--- src/rtl/icache_fetch_responder_pkg.sv ---
// Shared I-cache constants: address split widths, block width, fill-FSM state encodings.
// Latency: n/a (declarations only).
// Backpressure: n/a (declarations only).
package icache_fetch_responder_pkg;

    localparam int TAG_W      = 3;
    localparam int INDEX_W    = 3;
    localparam int WORD_SEL_W = 2;
    localparam int BLOCK_W    = 128;
    localparam int WORD_W     = 32;
    localparam int MEM_ADDR_W = TAG_W + INDEX_W;

    typedef enum logic [1:0] {
        ST_IDLE     = 2'd0,
        ST_MEM_READ = 2'd1,
        ST_UPDATE   = 2'd2
    } state_t;

    // Block address of the refill in flight, latched when the miss is taken.
    typedef struct packed {
        logic [TAG_W-1:0]   tag;
        logic [INDEX_W-1:0] index;
    } blk_addr_t;

    function automatic logic [WORD_W-1:0] word_of(input logic [BLOCK_W-1:0] blk,
                                                  input logic [WORD_SEL_W-1:0] sel);
        return blk[sel*WORD_W +: WORD_W];
    endfunction

endpackage

--- src/rtl/icache_fetch_responder_if.sv ---
// Fetch-port and instruction-memory bus bundle for the I-cache responder.
// Latency: n/a (wires only).
// Backpressure: BUSYWAIT stalls the CPU side, mem_busywait stalls the memory side.
interface icache_fetch_responder_if;
    import icache_fetch_responder_pkg::*;

    logic [31:0]            PC;
    logic [WORD_W-1:0]      INSTRUCTION;
    logic                   BUSYWAIT;
    logic [MEM_ADDR_W-1:0]  mem_address;
    logic                   mem_read;
    logic [BLOCK_W-1:0]     mem_readdata;
    logic                   mem_busywait;

    modport master (
        input  PC, mem_readdata, mem_busywait,
        output INSTRUCTION, BUSYWAIT, mem_address, mem_read
    );

    modport slave (
        output PC, mem_readdata, mem_busywait,
        input  INSTRUCTION, BUSYWAIT, mem_address, mem_read
    );

endinterface

--- src/rtl/icache_line_array.sv ---
// Valid/tag/data storage for the direct-mapped I-cache: one write port, one combinational read port.
// Latency: reads combinational; writes land on the next posedge.
// Backpressure: none; the caller sequences writes.
module icache_line_array
    import icache_fetch_responder_pkg::*;
#(
    parameter int NUM_LINES = 8,
    parameter int TAG_BITS  = TAG_W
) (
    input  logic                          CLK,
    input  logic                          RESET,
    input  logic                          wr_vld,
    input  logic [$clog2(NUM_LINES)-1:0]  wr_index,
    input  logic [TAG_BITS-1:0]           wr_tag,
    input  logic [BLOCK_W-1:0]            wr_dat,
    input  logic [$clog2(NUM_LINES)-1:0]  rd_index,
    output logic                          rd_valid,
    output logic [TAG_BITS-1:0]           rd_tag,
    output logic [BLOCK_W-1:0]            rd_dat
);

    logic [NUM_LINES-1:0] valid;
    logic [TAG_BITS-1:0]  tags [NUM_LINES];
    logic [BLOCK_W-1:0]   data [NUM_LINES];

    always_ff @(posedge CLK or negedge RESET) begin
        if (!RESET) begin
            valid <= '0;
        end else if (wr_vld) begin
            valid[wr_index] <= 1'b1;
        end
    end

    // Tag and data are never cleared; the valid bit alone guards them.
    always_ff @(posedge CLK) begin
        if (wr_vld) begin
            tags[wr_index] <= wr_tag;
            data[wr_index] <= wr_dat;
        end
    end

    assign rd_valid = valid[rd_index];
    assign rd_tag   = tags[rd_index];
    assign rd_dat   = data[rd_index];

endmodule

--- src/rtl/icache_fetch_responder.sv ---
// Direct-mapped I-cache serving the CPU PC->INSTRUCTION port from a 128-bit block memory; ICACHE_STATS_EN adds hit/miss counters.
// Latency: hits combinational (0 cycles); a miss stalls 2 cycles plus memory latency.
// Backpressure: BUSYWAIT holds the CPU during a refill; mem_busywait extends MEM_READ.
module icache_fetch_responder
    import icache_fetch_responder_pkg::*;
#(
    parameter int NUM_LINES  = 8,
    parameter int ADDR_W     = 10,
    parameter int WORD_SEL_W = 2
) (
    input  logic                          CLK,
    input  logic                          RESET,
    icache_fetch_responder_if.master      bus
`ifdef ICACHE_STATS_EN
    ,
    output logic [15:0]                   hit_count,
    output logic [15:0]                   miss_count
`endif
);

    localparam int IDX_W    = $clog2(NUM_LINES);
    localparam int TAG_BITS = ADDR_W - IDX_W - WORD_SEL_W - 2;

    logic [TAG_BITS-1:0]   pc_tag;
    logic [IDX_W-1:0]      pc_index;
    logic [WORD_SEL_W-1:0] pc_word;
    logic                  unused_pc;

    assign pc_tag    = bus.PC[ADDR_W-1 -: TAG_BITS];
    assign pc_index  = bus.PC[2+WORD_SEL_W +: IDX_W];
    assign pc_word   = bus.PC[2 +: WORD_SEL_W];
    assign unused_pc = ^{bus.PC[31:ADDR_W], bus.PC[1:0]};

    state_t             state, state_nxt;
    blk_addr_t          req;
    logic [BLOCK_W-1:0] fill_dat;

    logic               rd_valid;
    logic [TAG_BITS-1:0] rd_tag;
    logic [BLOCK_W-1:0] rd_dat;
    logic               hit;

    logic               busy;
    logic               rd_req;
    logic [WORD_W-1:0]  instr;
    logic               lookup_hit;
    logic               miss_start;
    logic               fill_wr;
    logic               fill_capture;

    icache_line_array #(
        .NUM_LINES (NUM_LINES),
        .TAG_BITS  (TAG_BITS)
    ) u_lines (
        .CLK      (CLK),
        .RESET    (RESET),
        .wr_vld   (fill_wr),
        .wr_index (req.index),
        .wr_tag   (req.tag),
        .wr_dat   (fill_dat),
        .rd_index (pc_index),
        .rd_valid (rd_valid),
        .rd_tag   (rd_tag),
        .rd_dat   (rd_dat)
    );

    assign hit          = rd_valid && (rd_tag == pc_tag);
    assign fill_capture = (state == ST_MEM_READ) && !bus.mem_busywait;

    always_comb begin
        state_nxt  = state;
        busy       = 1'b0;
        rd_req     = 1'b0;
        instr      = '0;
        lookup_hit = 1'b0;
        miss_start = 1'b0;
        fill_wr    = 1'b0;
        case (state)
            ST_IDLE: begin
                if (hit) begin
                    instr      = word_of(rd_dat, pc_word);
                    lookup_hit = 1'b1;
                end else begin
                    busy       = 1'b1;
                    miss_start = 1'b1;
                    state_nxt  = ST_MEM_READ;
                end
            end
            ST_MEM_READ: begin
                rd_req = 1'b1;
                busy   = 1'b1;
                if (!bus.mem_busywait) begin
                    state_nxt = ST_UPDATE;
                end
            end
            ST_UPDATE: begin
                busy      = 1'b1;
                fill_wr   = 1'b1;
                state_nxt = ST_IDLE;
            end
            default: state_nxt = ST_IDLE;
        endcase
        // Reset must release the CPU and the memory immediately, not at the next edge.
        if (!RESET) begin
            busy   = 1'b0;
            rd_req = 1'b0;
            instr  = '0;
        end
    end

    always_ff @(posedge CLK or negedge RESET) begin
        if (!RESET) begin
            state    <= ST_IDLE;
            req      <= '0;
            fill_dat <= '0;
        end else begin
            state <= state_nxt;
            if (miss_start) begin
                req.tag   <= pc_tag;
                req.index <= pc_index;
            end
            if (fill_capture) begin
                fill_dat <= bus.mem_readdata;
            end
        end
    end

    assign bus.INSTRUCTION = instr;
    assign bus.BUSYWAIT    = busy;
    assign bus.mem_read    = rd_req;
    assign bus.mem_address = req;

`ifdef ICACHE_STATS_EN
    always_ff @(posedge CLK or negedge RESET) begin
        if (!RESET) begin
            hit_count  <= '0;
            miss_count <= '0;
        end else begin
            if (lookup_hit && (hit_count != 16'hFFFF)) begin
                hit_count <= hit_count + 16'd1;
            end
            if (miss_start && (miss_count != 16'hFFFF)) begin
                miss_count <= miss_count + 16'd1;
            end
        end
    end
`endif

endmodule
--- src/flat_wrapper.sv ---
// flat-port wrapper written by rule: the top's interface ports become plain ports
module icache_fetch_responder_flat import icache_fetch_responder_pkg::*;
#(
    parameter int NUM_LINES  = 8,
    parameter int ADDR_W     = 10,
    parameter int WORD_SEL_W = 2
)
  (CLK, RESET, bus_PC, bus_mem_readdata, bus_mem_busywait, bus_INSTRUCTION, bus_BUSYWAIT, bus_mem_address, bus_mem_read);
  icache_fetch_responder_if bus_i ();
  input  logic CLK;
  input  logic RESET;
  input wire logic [$bits(bus_i.PC)-1:0] bus_PC;
  input wire logic [$bits(bus_i.mem_readdata)-1:0] bus_mem_readdata;
  input wire logic [$bits(bus_i.mem_busywait)-1:0] bus_mem_busywait;
  output wire logic [$bits(bus_i.INSTRUCTION)-1:0] bus_INSTRUCTION;
  output wire logic [$bits(bus_i.BUSYWAIT)-1:0] bus_BUSYWAIT;
  output wire logic [$bits(bus_i.mem_address)-1:0] bus_mem_address;
  output wire logic [$bits(bus_i.mem_read)-1:0] bus_mem_read;
  assign bus_i.PC = bus_PC;
  assign bus_i.mem_readdata = bus_mem_readdata;
  assign bus_i.mem_busywait = bus_mem_busywait;
  assign bus_INSTRUCTION = bus_i.INSTRUCTION;
  assign bus_BUSYWAIT = bus_i.BUSYWAIT;
  assign bus_mem_address = bus_i.mem_address;
  assign bus_mem_read = bus_i.mem_read;
  icache_fetch_responder #(.NUM_LINES(NUM_LINES), .ADDR_W(ADDR_W), .WORD_SEL_W(WORD_SEL_W)) u_core (.CLK(CLK), .RESET(RESET), .bus(bus_i));
endmodule
--- config.mk ---
export PLATFORM = sky130hd
export DESIGN_NAME = icache_fetch_responder_flat
export DESIGN_NICKNAME = d
export VERILOG_FILES = /design/src/rtl/icache_fetch_responder_pkg.sv /design/src/rtl/icache_fetch_responder_if.sv /design/src/rtl/icache_line_array.sv /design/src/rtl/icache_fetch_responder.sv /design/src/flat_wrapper.sv
export SDC_FILE = /design/constraint.sdc
export NUM_CORES = 1
export LEC_CHECK = 0
export ABC_CLOCK_PERIOD_IN_PS = 11450
export BUFFER_PORTS_ARGS = -buffer_cell sky130_fd_sc_hd__buf_2
export CORE_UTILIZATION = 55
export DETAILED_ROUTE_END_ITERATION = 8
export GPL_TIMING_DRIVEN = 1
export PLACE_DENSITY_LB_ADDON = 0.05
export SLEW_MARGIN = 20
export SYNTH_ARGS = -nofsm -noshare
export SYNTH_HDL_FRONTEND = slang
export SYNTH_SLANG_ARGS = --single-unit
--- constraint.sdc ---
create_clock -name CLK -period 11.45 [get_ports CLK]
set_input_delay 0 -clock CLK [delete_from_list [all_inputs] [get_ports CLK]]
set_output_delay 0 -clock CLK [all_outputs]
set_load 0.02 [all_outputs]
==> flow_summary_export.csv <==
group,metric,value,unit
pwr,pwr-share-clk,32.7,%
worst_setup_path,crit_path_top_delay_cell,"nand3_2",
run,maxCapViolations,0,
logic_synthesis,synth_xor_area_share,0.0387,%
logic_synthesis,async_flop_share,12.1,%
global_routing,antenna_found_initial,6,
global_routing,grt_remaining_overflow,0,
cts,cts_resized,0,
global_routing,grt_util_all_layers,23.3,%
cts,clk_pin_slew_worst_paths,60,ps
drt,dr.pass1.iters,4,
logic_synthesis,yosysUniqueCellTypes,31,
pwr,switching_share,24.3,%
worst_setup_path,cp_common_cell,"buf_4",
drt,routed_wl,93500,um
logic_synthesis,synth_top_family_by_area,"multiplexers",
cts,clock_latency,690,ps
cells_and_area,final_common_cell,"edfxtp_1",
logic_synthesis,synth_cells,1874,
drt,drtAntennaViolNets,0,
drt,via_per_inst,6.00,
placement,placedCellCount,3049,
timing,final-hold-violation-count,0,
outcome,status,"finished, final reports clean",
global_routing,grt_max_degree,133,
cts,post-cts-setup-buffer-count,0,
logic_synthesis,synthAdderAreaFrac,0.166,%
drt,vias,20400,
timing,rsz0062_at_grt,"no",
worst_setup_path,worst_ep_arrival_time,4540,ps
drt,drtIter0Drc,1448,
die,fp-row-count,104,
pwr,p_leak,17.6,nW
drt,drcViolationCount,0,
pwr,power_frac_comb,10.6,%
worst_setup_path,cp_cell_sequence,"buf_4 > buf_4 > buf_4 > nand2b_1 > o22ai_1 > nor4_1 > nor3_1 > nand3_2 > nor2_1 > buf_2",
timing,fin_ws,6910,ps
cells_and_area,nNetsFinal,2412,
cts,cts_tree,"built",
cts,h-tree-depth,3,
logic_synthesis,synth_mux_area_share,20.5,%
worst_setup_path,cp_max_fo,37,
worst_setup_path,max_stage_delay,870,ps
timing,fin_skew,23.1,ps
logic_synthesis,synth-compound-area-share,0.111,%
drt,routedWlPerCell,27.4,um
logic_synthesis,ys.flop_type,"edfxtp_1",
worst_setup_path,crit_type,"input port to output pin",
worst_setup_path,crit_required,11450,ps
logic_synthesis,yosys.area_share.simple,0.650,%
logic_synthesis,ys_warn_count,0,
pwr,vdd_drop_max,0.181,mV
logic_synthesis,synth-seq-cells,1192,
worst_setup_path,start_kind,"input port",
cts,hold_buffers,135,
timing,min_period,4540,ps
cells_and_area,syn_to_final_growth,16.3,%
timing,fmax,220,MHz
die,die_width,289,um
timing,relSlewSlack,27.5,%
logic_synthesis,synth_fp_nets,2043,
global_routing,grt_pass1_wl,140000,um
die,start_util,55.9,%
die,ios,203,
cells_and_area,drive_gt1_share,36.6,%
cts,clock_path_buffers,3,
global_routing,grt_pass1_vias,21800,
timing,setup_viol,0,
cells_and_area,final_cell_mix,"edfxtp_1 (1,048), mux4_2 (324), buf_2 (173)",
timing,min_period_over_period,39.6,%
timing,slew_violations,0,
die,die-area,83400,um2
timing,tns,0,ps
placement,dp_hpwl,47700,um
worst_setup_path,ff2ff_setup_slack,8010,ps
die,coreArea,80900,um2
pwr,pwr-share-seq,56.7,%
pwr,power.density,219,nW/um2
cts,root_buffer,"clkbuf_16",
pwr,power.net_switching,0.00281,W
timing,hold_ws,69.6,ps
worst_setup_path,endpoint_kind,"output pin",
timing,worstMarginPinSlew,1090,ps
logic_synthesis,avgSynthCellArea,24.1,um2
logic_synthesis,syn-cell-area,45200,um2
cts,numCtsBuffers,117,
cts,numClockSinks,1192,
die,die_h,289,um
logic_synthesis,synth_edf_count,1048,
pwr,cell_internal_pwr,0.00875,W
cells_and_area,fin_cells,3409,
placement,gp_congestion,0.745,
logic_synthesis,ys_seq_area_share,77.5,%
placement,dp_worst_setup_slack,6840,ps
worst_hold_path,hold_class,"input port to register",
placement,io_buffers,178,
per-stage QoR:
step	power (W)	utilization, %	instance area [um2]
after global placement	0.00775	58.6	47400
after global routing	0.0120	65.0	52600
after CTS	0.0117	65.0	52600
after detailed placement	0.00786	58.6	47400
after floorplan	0.00730	-	45200
final	0.0116	65.0	52600
flip-flops by register name, summed over array words and instances (netlist names):
signal	count
u_core.fill_dat	128
u_core.state	2
u_core.u_lines.data	1024
u_core.u_lines.valid	8
u_core.bus.mem_address	6
u_core.u_lines.tags	24
critical path: cells and delay by family:
kind	cells	cell delay (ps)
simple gates	5	2110
compound gates	1	230
buf+inv	4	2070
power groups by stage:
stage          registers [W]  clock network [W]  logic (W)
2_1_floorplan        0.00648                  0   0.000819
3_3_place_gp         0.00655                  0    0.00120
3_5_place_dp         0.00665                  0    0.00121
4_1_cts              0.00656            0.00385    0.00125
5_1_grt              0.00666            0.00401    0.00132
6_report             0.00655            0.00378    0.00122
synthesized netlist by cell type, types with 2 or more instances:
cell	count	area, um2
edfxtp_1	1048	31500
mux4_2	324	7300
dfrtp_1	144	3600
mux2_2	140	1580
clkbuf_1	42	158
mux2i_1	40	400
nor2_1	38	143
buf_2	29	145
buf_1	16	60.1
or2_2	8	50.1
ha_1	6	75.1
buf_6	5	56.3
nand2b_1	5	31.3
buf_4	4	30.0
inv_1	4	15.0
nand2_1	3	11.3
nor3_1	3	15.0
nor2b_1	2	12.5
layer usage:
metal  track usage, %  part of all wire (%)  vias to the layer above
li1                 -                     -                     8692
met1             32.4                    42                    11100
met2             39.1                    51                      563
met3             3.46                   4.9                      129
met4             6.12                   2.3                        4
met5                0                 0.025                        -
path summary, 6_finish.rpt:
| kind | startpoint | depth (start not counted) | endpoint |
|---|---|---|---|
| max reg2reg | u_core.state[0]$_DFFE_PN0P_ | 6 | u_core.u_lines.data[5][52]$_DFFE_PP_ |
| min reg2reg | u_core.u_lines.valid[3]$_DFFE_PN0P_ | 1 | u_core.u_lines.valid[3]$_DFFE_PN0P_ |
| max in group asynchronous | RESET | 5 | u_core.fill_dat[13]$_DFFE_PN0P_ |
| min | bus_PC[4] | 2 | u_core.bus.mem_address[0]$_DFFE_PN0P_ |
| max | bus_PC[6] | 10 | bus_INSTRUCTION[29] |
| min in group asynchronous | RESET | 4 | u_core.fill_dat[118]$_DFFE_PN0P_ |
final cells by class:
cell class                      count  area [um2]
Antenna cell                        2        5.00
Clock buffer                      182        3360
Clock inverter                     41         485
Fill cell                        5394       28300
Inverter                            4        15.0
Multi-Input combinational cell    582        9780
Sequential cell                  1192       35100
Tap cell                         1060        1330
Timing Repair Buffer              346        2600
cells by family (layout without fill, tap and decap cells):
logic type,Yosys count,after routing
flip-flops,1192,1192
multiplexers,504,504
buffers and inverters,100,573
AND/OR/NAND/NOR,64,64
adder cells (fa/ha/maj),6,6
AO/OA/AOI/OAI,6,6
XOR/XNOR,2,2
other,0,2
(Power assumes the default switching activity.)
